<file path="src/rtl/trx_pkg.sv">
// Shared types for the nibble receive path: packer FSM encoding and the
// default width of the statistics counters.
package trx_pkg;

  typedef enum logic {
    ST_LO = 1'b0,
    ST_HI = 1'b1
  } pk_state_e;

  localparam int CNT_W_DEFAULT = 8;

endpackage

</file>
<file path="src/rtl/rx_nibble_packer_if.sv">
// Nibble stream from the receiver plus the packed byte stream to the consumer.
// The slave side is the packer; the master side is the surrounding environment.
interface rx_nibble_packer_if;
    logic       nib_valid;
    logic [3:0] nib_data;
    logic       nib_err_corr;
    logic       nib_err_uncorr;
    logic       rx_not_ready;
    logic       out_valid;
    logic [7:0] out_data;
    logic       out_corr;
    logic       out_ready;

    modport master (
        output nib_valid, nib_data, nib_err_corr, nib_err_uncorr, out_ready,
        input  rx_not_ready, out_valid, out_data, out_corr
    );

    modport slave (
        input  nib_valid, nib_data, nib_err_corr, nib_err_uncorr, out_ready,
        output rx_not_ready, out_valid, out_data, out_corr
    );
endinterface

</file>
<file path="src/rtl/sync_fifo_fwft.sv">
// First-word-fall-through FIFO; a write while full is taken only when a pop
// frees the head slot in the same cycle.
module sync_fifo_fwft #(
    parameter int DEPTH = 4,
    parameter int WIDTH = 9
) (
    input  logic             clk,
    input  logic             rst,
    input  logic             flush,
    input  logic             push,
    input  logic [WIDTH-1:0] wdata,
    input  logic             pop,
    output logic [WIDTH-1:0] rdata,
    output logic             empty,
    output logic             full
);
    localparam int AW = $clog2(DEPTH);
    localparam logic [AW:0] PTR_ONE = {{AW{1'b0}}, 1'b1};

    logic [WIDTH-1:0] mem [DEPTH];
    logic [AW:0]      wr_ptr;
    logic [AW:0]      rd_ptr;
    logic             wr_en;
    logic             rd_en;

    // Pointers carry one extra lap bit: equal means empty, lap bits differing
    // with equal indices means full.
    assign empty = (wr_ptr == rd_ptr);
    assign full  = (wr_ptr[AW] != rd_ptr[AW]) && (wr_ptr[AW-1:0] == rd_ptr[AW-1:0]);
    assign wr_en = push && (!full || pop) && !flush;
    assign rd_en = pop && !empty && !flush;
    assign rdata = empty ? '0 : mem[rd_ptr[AW-1:0]];

    // NOTE: sequential state uses non-blocking assignments so every register
    // samples pre-edge values regardless of block ordering.
    always_ff @(posedge clk or posedge rst) begin
        if (rst) begin
            wr_ptr <= '0;
            rd_ptr <= '0;
        end else if (flush) begin
            wr_ptr <= '0;
            rd_ptr <= '0;
        end else begin
            if (wr_en) wr_ptr <= wr_ptr + PTR_ONE;
            if (rd_en) rd_ptr <= rd_ptr + PTR_ONE;
        end
    end

    // NOTE: storage has no reset; empty masks stale contents on rdata.
    always_ff @(posedge clk) begin
        if (wr_en) mem[wr_ptr[AW-1:0]] <= wdata;
    end
endmodule

</file>
<file path="src/rtl/rx_nibble_packer.sv">
// Packs low/high nibble pairs into bytes, drops bytes with uncorrectable
// nibbles, and queues good bytes with a corrected-nibble flag.
module rx_nibble_packer
    import trx_pkg::*;
#(
    parameter int DEPTH = 4,
    parameter int CNT_W = CNT_W_DEFAULT
) (
    input  logic                clk,
    input  logic                rst,
    input  logic                flush,
    rx_nibble_packer_if.slave   bus,
    output logic [CNT_W-1:0]    corr_cnt,
    output logic [CNT_W-1:0]    drop_cnt,
    output logic [CNT_W-1:0]    ovf_cnt,
    output logic                ovf_sticky
);
    localparam logic [CNT_W-1:0] CNT_ONE = {{(CNT_W-1){1'b0}}, 1'b1};

    pk_state_e  state_q, state_d;
    logic [3:0] lo_q, lo_d;
    logic       lo_corr_q, lo_corr_d;
    logic       lo_bad_q, lo_bad_d;
    logic       nib_corr;
    logic       push;
    logic       corr_inc;
    logic       drop_inc;
    logic       ovf_inc;
    logic       pop;
    logic       fifo_empty;
    logic       fifo_full;
    logic [8:0] fifo_rdata;
    logic [8:0] push_data;

    // An uncorrectable flag overrides a simultaneous corrected flag.
    assign nib_corr  = bus.nib_err_corr && !bus.nib_err_uncorr;
    assign push_data = {lo_corr_q || nib_corr, bus.nib_data, lo_q};

    // NOTE: every combinational output gets a default first so no path
    // through the case statement can infer a latch.
    always_comb begin
        state_d   = state_q;
        lo_d      = lo_q;
        lo_corr_d = lo_corr_q;
        lo_bad_d  = lo_bad_q;
        push      = 1'b0;
        corr_inc  = 1'b0;
        drop_inc  = 1'b0;
        if (bus.nib_valid && !flush) begin
            corr_inc = nib_corr;
            case (state_q)
                ST_LO: begin
                    state_d   = ST_HI;
                    lo_d      = bus.nib_data;
                    lo_corr_d = nib_corr;
                    lo_bad_d  = bus.nib_err_uncorr;
                end
                ST_HI: begin
                    state_d = ST_LO;
                    if (lo_bad_q || bus.nib_err_uncorr) drop_inc = 1'b1;
                    else                                push     = 1'b1;
                end
            endcase
        end
        if (flush) state_d = ST_LO;
    end

    always_ff @(posedge clk or posedge rst) begin
        if (rst) begin
            state_q   <= ST_LO;
            lo_q      <= '0;
            lo_corr_q <= 1'b0;
            lo_bad_q  <= 1'b0;
        end else begin
            state_q   <= state_d;
            lo_q      <= lo_d;
            lo_corr_q <= lo_corr_d;
            lo_bad_q  <= lo_bad_d;
        end
    end

    assign pop     = !fifo_empty && bus.out_ready;
    assign ovf_inc = push && fifo_full && !pop;

    always_ff @(posedge clk or posedge rst) begin
        if (rst) begin
            corr_cnt   <= '0;
            drop_cnt   <= '0;
            ovf_cnt    <= '0;
            ovf_sticky <= 1'b0;
        end else begin
            if (corr_inc && corr_cnt != '1) corr_cnt <= corr_cnt + CNT_ONE;
            if (drop_inc && drop_cnt != '1) drop_cnt <= drop_cnt + CNT_ONE;
            if (ovf_inc  && ovf_cnt  != '1) ovf_cnt  <= ovf_cnt + CNT_ONE;
            if (flush)        ovf_sticky <= 1'b0;
            else if (ovf_inc) ovf_sticky <= 1'b1;
        end
    end

    sync_fifo_fwft #(
        .DEPTH (DEPTH),
        .WIDTH (9)
    ) u_fifo (
        .clk   (clk),
        .rst   (rst),
        .flush (flush),
        .push  (push),
        .wdata (push_data),
        .pop   (pop),
        .rdata (fifo_rdata),
        .empty (fifo_empty),
        .full  (fifo_full)
    );

    assign bus.out_valid    = !fifo_empty;
    assign bus.out_data     = fifo_rdata[7:0];
    assign bus.out_corr     = fifo_rdata[8];
    assign bus.rx_not_ready = fifo_full;
endmodule

</file>
<file path="src/flat_wrapper.sv">
// flat-port wrapper written by rule: the top's interface ports become plain ports
module rx_nibble_packer_flat import trx_pkg::*;
#(
    parameter int DEPTH = 4,
    parameter int CNT_W = CNT_W_DEFAULT
)
  (clk, rst, flush, corr_cnt, drop_cnt, ovf_cnt, ovf_sticky, bus_nib_valid, bus_nib_data, bus_nib_err_corr, bus_nib_err_uncorr, bus_out_ready, bus_rx_not_ready, bus_out_valid, bus_out_data, bus_out_corr);
  rx_nibble_packer_if bus_i ();
  input  logic clk;
  input  logic rst;
  input  logic flush;
  output logic [CNT_W-1:0] corr_cnt;
  output logic [CNT_W-1:0] drop_cnt;
  output logic [CNT_W-1:0] ovf_cnt;
  output logic ovf_sticky;
  input wire logic [$bits(bus_i.nib_valid)-1:0] bus_nib_valid;
  input wire logic [$bits(bus_i.nib_data)-1:0] bus_nib_data;
  input wire logic [$bits(bus_i.nib_err_corr)-1:0] bus_nib_err_corr;
  input wire logic [$bits(bus_i.nib_err_uncorr)-1:0] bus_nib_err_uncorr;
  input wire logic [$bits(bus_i.out_ready)-1:0] bus_out_ready;
  output wire logic [$bits(bus_i.rx_not_ready)-1:0] bus_rx_not_ready;
  output wire logic [$bits(bus_i.out_valid)-1:0] bus_out_valid;
  output wire logic [$bits(bus_i.out_data)-1:0] bus_out_data;
  output wire logic [$bits(bus_i.out_corr)-1:0] bus_out_corr;
  assign bus_i.nib_valid = bus_nib_valid;
  assign bus_i.nib_data = bus_nib_data;
  assign bus_i.nib_err_corr = bus_nib_err_corr;
  assign bus_i.nib_err_uncorr = bus_nib_err_uncorr;
  assign bus_i.out_ready = bus_out_ready;
  assign bus_rx_not_ready = bus_i.rx_not_ready;
  assign bus_out_valid = bus_i.out_valid;
  assign bus_out_data = bus_i.out_data;
  assign bus_out_corr = bus_i.out_corr;
  rx_nibble_packer #(.DEPTH(DEPTH), .CNT_W(CNT_W)) u_core (.clk(clk), .rst(rst), .flush(flush), .bus(bus_i), .corr_cnt(corr_cnt), .drop_cnt(drop_cnt), .ovf_cnt(ovf_cnt), .ovf_sticky(ovf_sticky));
endmodule
</file>
<file path="config.mk">
export PLATFORM = sky130hd
export DESIGN_NAME = rx_nibble_packer_flat
export DESIGN_NICKNAME = d
export VERILOG_FILES = /design/src/rtl/trx_pkg.sv /design/src/rtl/rx_nibble_packer_if.sv /design/src/rtl/sync_fifo_fwft.sv /design/src/rtl/rx_nibble_packer.sv /design/src/flat_wrapper.sv
export SDC_FILE = /design/constraint.sdc
export NUM_CORES = 1
export LEC_CHECK = 0
export ABC_AREA = 1
export ABC_CLOCK_PERIOD_IN_PS = 1700
export CAP_MARGIN = 30
export CORE_UTILIZATION = 50
export DETAILED_ROUTE_END_ITERATION = 6
export PLACE_DENSITY = 0.85
export SYNTH_ARGS = -nofsm -noshare
export SYNTH_HDL_FRONTEND = slang
export SYNTH_SLANG_ARGS = --single-unit
</file>
<file path="constraint.sdc">
create_clock -name clk -period 1.7 [get_ports clk]
set_input_delay 0.425 -clock clk [delete_from_list [all_inputs] [get_ports clk]]
set_output_delay 0.425 -clock clk [all_outputs]
set_load 0.005 [all_outputs]
</file>
==> run summary <==
Across all register-to-register paths, the minimum setup slack is 0.01 ns. The checks that failed: negative setup slack. The tools report the largest net degree at the start of global routing as 39.

Static timing analysis puts the maximum clock frequency at 493 MHz. Walking the worst path, the cells encountered are inv_4 > buf_6 > buf_6 > nor2_2 > o22ai_1 > nand2_1 > inv_1 > buf_2. The startpoint-to-endpoint class of the critical path was flop to output pin. The max-slew violation total from the final report was 0. Setup repair after global routing could not meet its margin everywhere.

The number of global-route vias before repair is 3160. The logs give 0.00687 mm2 for the area of the placeable core and 0.802 for the final estimated routing congestion in global placement. Of all nets on the critical path, the largest fanout is 6.

Clock latency on the worst-skew pair, taken at its later pin, is 0.34 ns. The tools report the worst clock skew as 0.00844 ns. Max-cap violations in this run came to 0. 0 antenna diodes ended up in the layout.

The effective utilization at floorplan is 52.4%. Data on the critical path is required at its endpoint by 1.27 ns. Once placement completed, the tool counted placed cells totaling 556. The path type of the worst min-delay path was primary input to async pin. The number of hold-slack violations in the final timing report came out at 0.

Once detailed placement completed, the half-perimeter wirelength came to 5540 um. The maximum single-stage delay on the critical path was 0.47 ns; the post-placement cell area was 0.00445 mm2. At the end of the flow the core is filled with cells to 77.0%. The clock buffer count from CTS was 9. The maximum resistive drop on vdd is 0.634 mV, and the number of ports placed on the die boundary is 47. The starting DRC count in detailed routing was 324; the final net count was 539.

For this run, design rule violations remaining after detail routing come to 0. The tools report the worst-case clock buffer depth as 2. The run gives 30 as the row count.

The endpoint identified for the worst register-to-register timing path is u_core.u_fifo.mem[3][0]. The cell area that synthesis handed to floorplanning was 0.00360 mm2. Number of non-filler instances in the completed layout: 621. Relative to the synthesized area, the layout overhead comes to 46.9%. The run gives 81.8% as the worst slew margin relative to its limit. The number of buffer cells added on primary ports works out to 46. The share of Yosys cell area claimed by the top area cell type was 30.0%.

For the number of distinct library cell variants in the gate-level netlist after synthesis, the log shows 26. The data arrival time at the worst-slack endpoint is 1.60 ns, and the first-pass iteration count of the detailed router is 5. The die width works out to 86.9 um. For the number of instances in the synthesized netlist, the log shows 382. Counting every sink on the clock net gives 74.

For this design the ratio of total power to cell area is 838 mW/mm2. The number of antenna violations at the first check in global routing was 0. The library cells used most frequently in the layout, excluding fill and tap cells, are sky130_fd_sc_hd__nand2_1 (101), sky130_fd_sc_hd__buf_4 (62), sky130_fd_sc_hd__edfxtp_1 (36), sky130_fd_sc_hd__clkdlybuf4s50_1 (33). The flow ran to the end, but the final reports show violations. Post-route cell area: 0.00529 mm2.

Leaving out fill and tap cells, the most frequent cell in the layout is sky130_fd_sc_hd__nand2_1. The number of nets handed over by synthesis was 401. Setup violations remaining at the end of the flow were counted as 11.

The most frequent cell on the critical path was sky130_fd_sc_hd__buf_6. After layout, the worst path uses 119% of the clock period. Measured along the y axis, the die boundary spans 86.9 um. Detailed routing inserted a total of 3272 vias. The leakage power of the design came out at 2.54 nW.

The minimum clock period is 2.03 ns. Ranked by total cell area, the synthesized netlist is headed by sky130_fd_sc_hd__edfxtp_1 (30%), sky130_fd_sc_hd__dfrtp_1 (26%), sky130_fd_sc_hd__nand2_1 (11%). STA classifies the critical path startpoint as a flop. The clock tree synthesis step divided the H-tree into 3 levels. The first-pass GRT wire length was 15100 um; the mean instance size in the synthesized netlist was 9.43 um2. The post-route worst setup slack is -0.328 ns. The synthesis-stage register bit count came out at 74.

The fraction of layout instances using a drive strength above 1 was 34.9%. After clock tree synthesis, the clock-pin slew on the worst setup and hold paths is 0.08 ns. The run gives 56.4% as the proportion of synthesized chip area in sequential cells. The kind of end point of the critical path is an output pin. The run gives 10100 um as the total wire length after detailed routing.

The clock tree root buffer cell was sky130_fd_sc_hd__clkbuf_8. The total design power was 4.43 mW; the final routed wire length divided by cell count was 16.3 um. Global routing finished with a remaining overflow of 0.

Of all cell types, the one taking the most synthesized area is sky130_fd_sc_hd__edfxtp_1. The cell with the largest stage delay on the worst path is sky130_fd_sc_hd__dfrtp_2. The most critical setup path has its startpoint at u_core.u_fifo.rd_ptr[0]. The post-detailed-route via-to-cell ratio came out at 5.27. Global routing used 27.1% of the available tracks. The die covers 0.00755 mm2. For the number of fill cells, the log shows 416. For the quantity of hold-fixing buffers added after cts, the log shows 0. TritonCTS built the clock tree. The slew at the pin closest to its max-slew limit was 0.272 ns. The tools report the beginning of the worst register-to-register path as u_core.u_fifo.rd_ptr[0].

Counting cells, the worst reg-to-reg path comes to 8. The count of nets left with antenna violations once routing finished came out at 0. The tools report the number of synthesis warnings as 0.
critical path, delay by kind of cell (launching register included):
kind | cells | cell delay [ns]
DFF | 1 | 0.47
and+or+nand+nor | 2 | 0.11
AOI/OAI and AO/OA | 1 | 0.15
buffers and inverters | 5 | 0.52
sequential cells by signal, summed over array words and instances, names as in the netlist:
signal and cells:
u_core.u_fifo.wr_ptr 3, u_core.u_fifo.rd_ptr 3, u_core.lo_bad_q 1, u_core.ovf_sticky 1, u_core.lo_q 4, u_core.u_fifo.mem 36, u_core.state_q 1, u_core.ovf_cnt 8
u_core.corr_cnt 8, u_core.lo_corr_q 1, u_core.drop_cnt 8
where the power goes:
group          internal, mW  switching [mW]  total (mW)
combinational         0.413           0.343       0.757
clock                 0.915           0.666        1.58
sequential             2.01          0.0889        2.09
worst max-delay path by stage:
stage / endpoint / slack [ns] / depth (start not counted)
final: bus_out_data[3] / -0.33 / 8
after global routing: bus_out_data[3] / -0.39 / 8
after CTS: bus_out_data[6] / -0.28 / 8
after detailed placement: u_core.u_fifo.mem[0][5] / -0.30 / 7
after global placement: bus_out_data[2] / -0.21 / 6
after floorplan: u_core.u_fifo.mem[0][0] / -0.09 / 5
cells in the mapped netlist:
cell type	number
sky130_fd_sc_hd__clkbuf_1	4
sky130_fd_sc_hd__inv_2	5
sky130_fd_sc_hd__dfrtp_1	38
sky130_fd_sc_hd__nand3b_1	3
sky130_fd_sc_hd__buf_2	2
sky130_fd_sc_hd__buf_4	2
sky130_fd_sc_hd__nand4_2	1
sky130_fd_sc_hd__nand4_1	10
sky130_fd_sc_hd__xnor2_1	5
sky130_fd_sc_hd__o21ai_0	26
sky130_fd_sc_hd__inv_1	38
sky130_fd_sc_hd__o22ai_1	9
sky130_fd_sc_hd__o21ai_1	3
sky130_fd_sc_hd__edfxtp_1	36
sky130_fd_sc_hd__nand2_4	4
sky130_fd_sc_hd__nand2_1	105
sky130_fd_sc_hd__nor2_8	1
sky130_fd_sc_hd__nor2_1	35
sky130_fd_sc_hd__nor2_2	5
sky130_fd_sc_hd__ha_1	8
sky130_fd_sc_hd__xor2_1	9
sky130_fd_sc_hd__nand3_1	19
sky130_fd_sc_hd__nand2_2	5
sky130_fd_sc_hd__nand3_2	3
sky130_fd_sc_hd__nand3_4	3
sky130_fd_sc_hd__nor3_1	3
layout make-up:
type	count	area, um2	share of cell area [%]
timing repair buffer	135	1200	22.7
sequential	74	2040	38.5
inverter	43	164	3.10
tap	96	120	2.27
clock buffer	11	151	2.86
clock inverter	5	85.1	1.61
multi-input combinational	257	1530	28.9
metal layers:
metal / track usage [%] / share of wire, % / up-vias
li1: - / - / 1528
met1: 32.8 / 40 / 1577
met2: 46.4 / 52 / 141
met3: 4.83 / 5.7 / 26
met4: 13.9 / 2.6 / 0
met5: 0 / 0 / -
through the flow:
stage                     TNS, ns  worst slack, ns  hold WS [ns]
after global routing        -3.69           -0.390         0.468
after CTS                   -2.63           -0.281         0.433
after global placement     -11.35           -0.212         0.467
after detailed placement   -15.99           -0.297         0.503
final                       -2.72           -0.328         0.435
after floorplan             -3.23          -0.0897         0.453
cells by family after synthesis:
logic type	after synthesis	synth area share, %
flops	74	56.4
simple gates	197	26.2
compound gates	38	5.59
fa+ha+maj	8	2.78
xor+xnor	14	3.41
buf+inv	51	5.59
what timing repair did:
action / in CTS / in global routing
resized for setup: 105 / 48
endpoints found under the setup margin: 34 / 51
gates cloned: 3 / 3
pin swaps: 23 / 17
buffers inserted: 40 / 7
(Power assumes the default switching activity.)
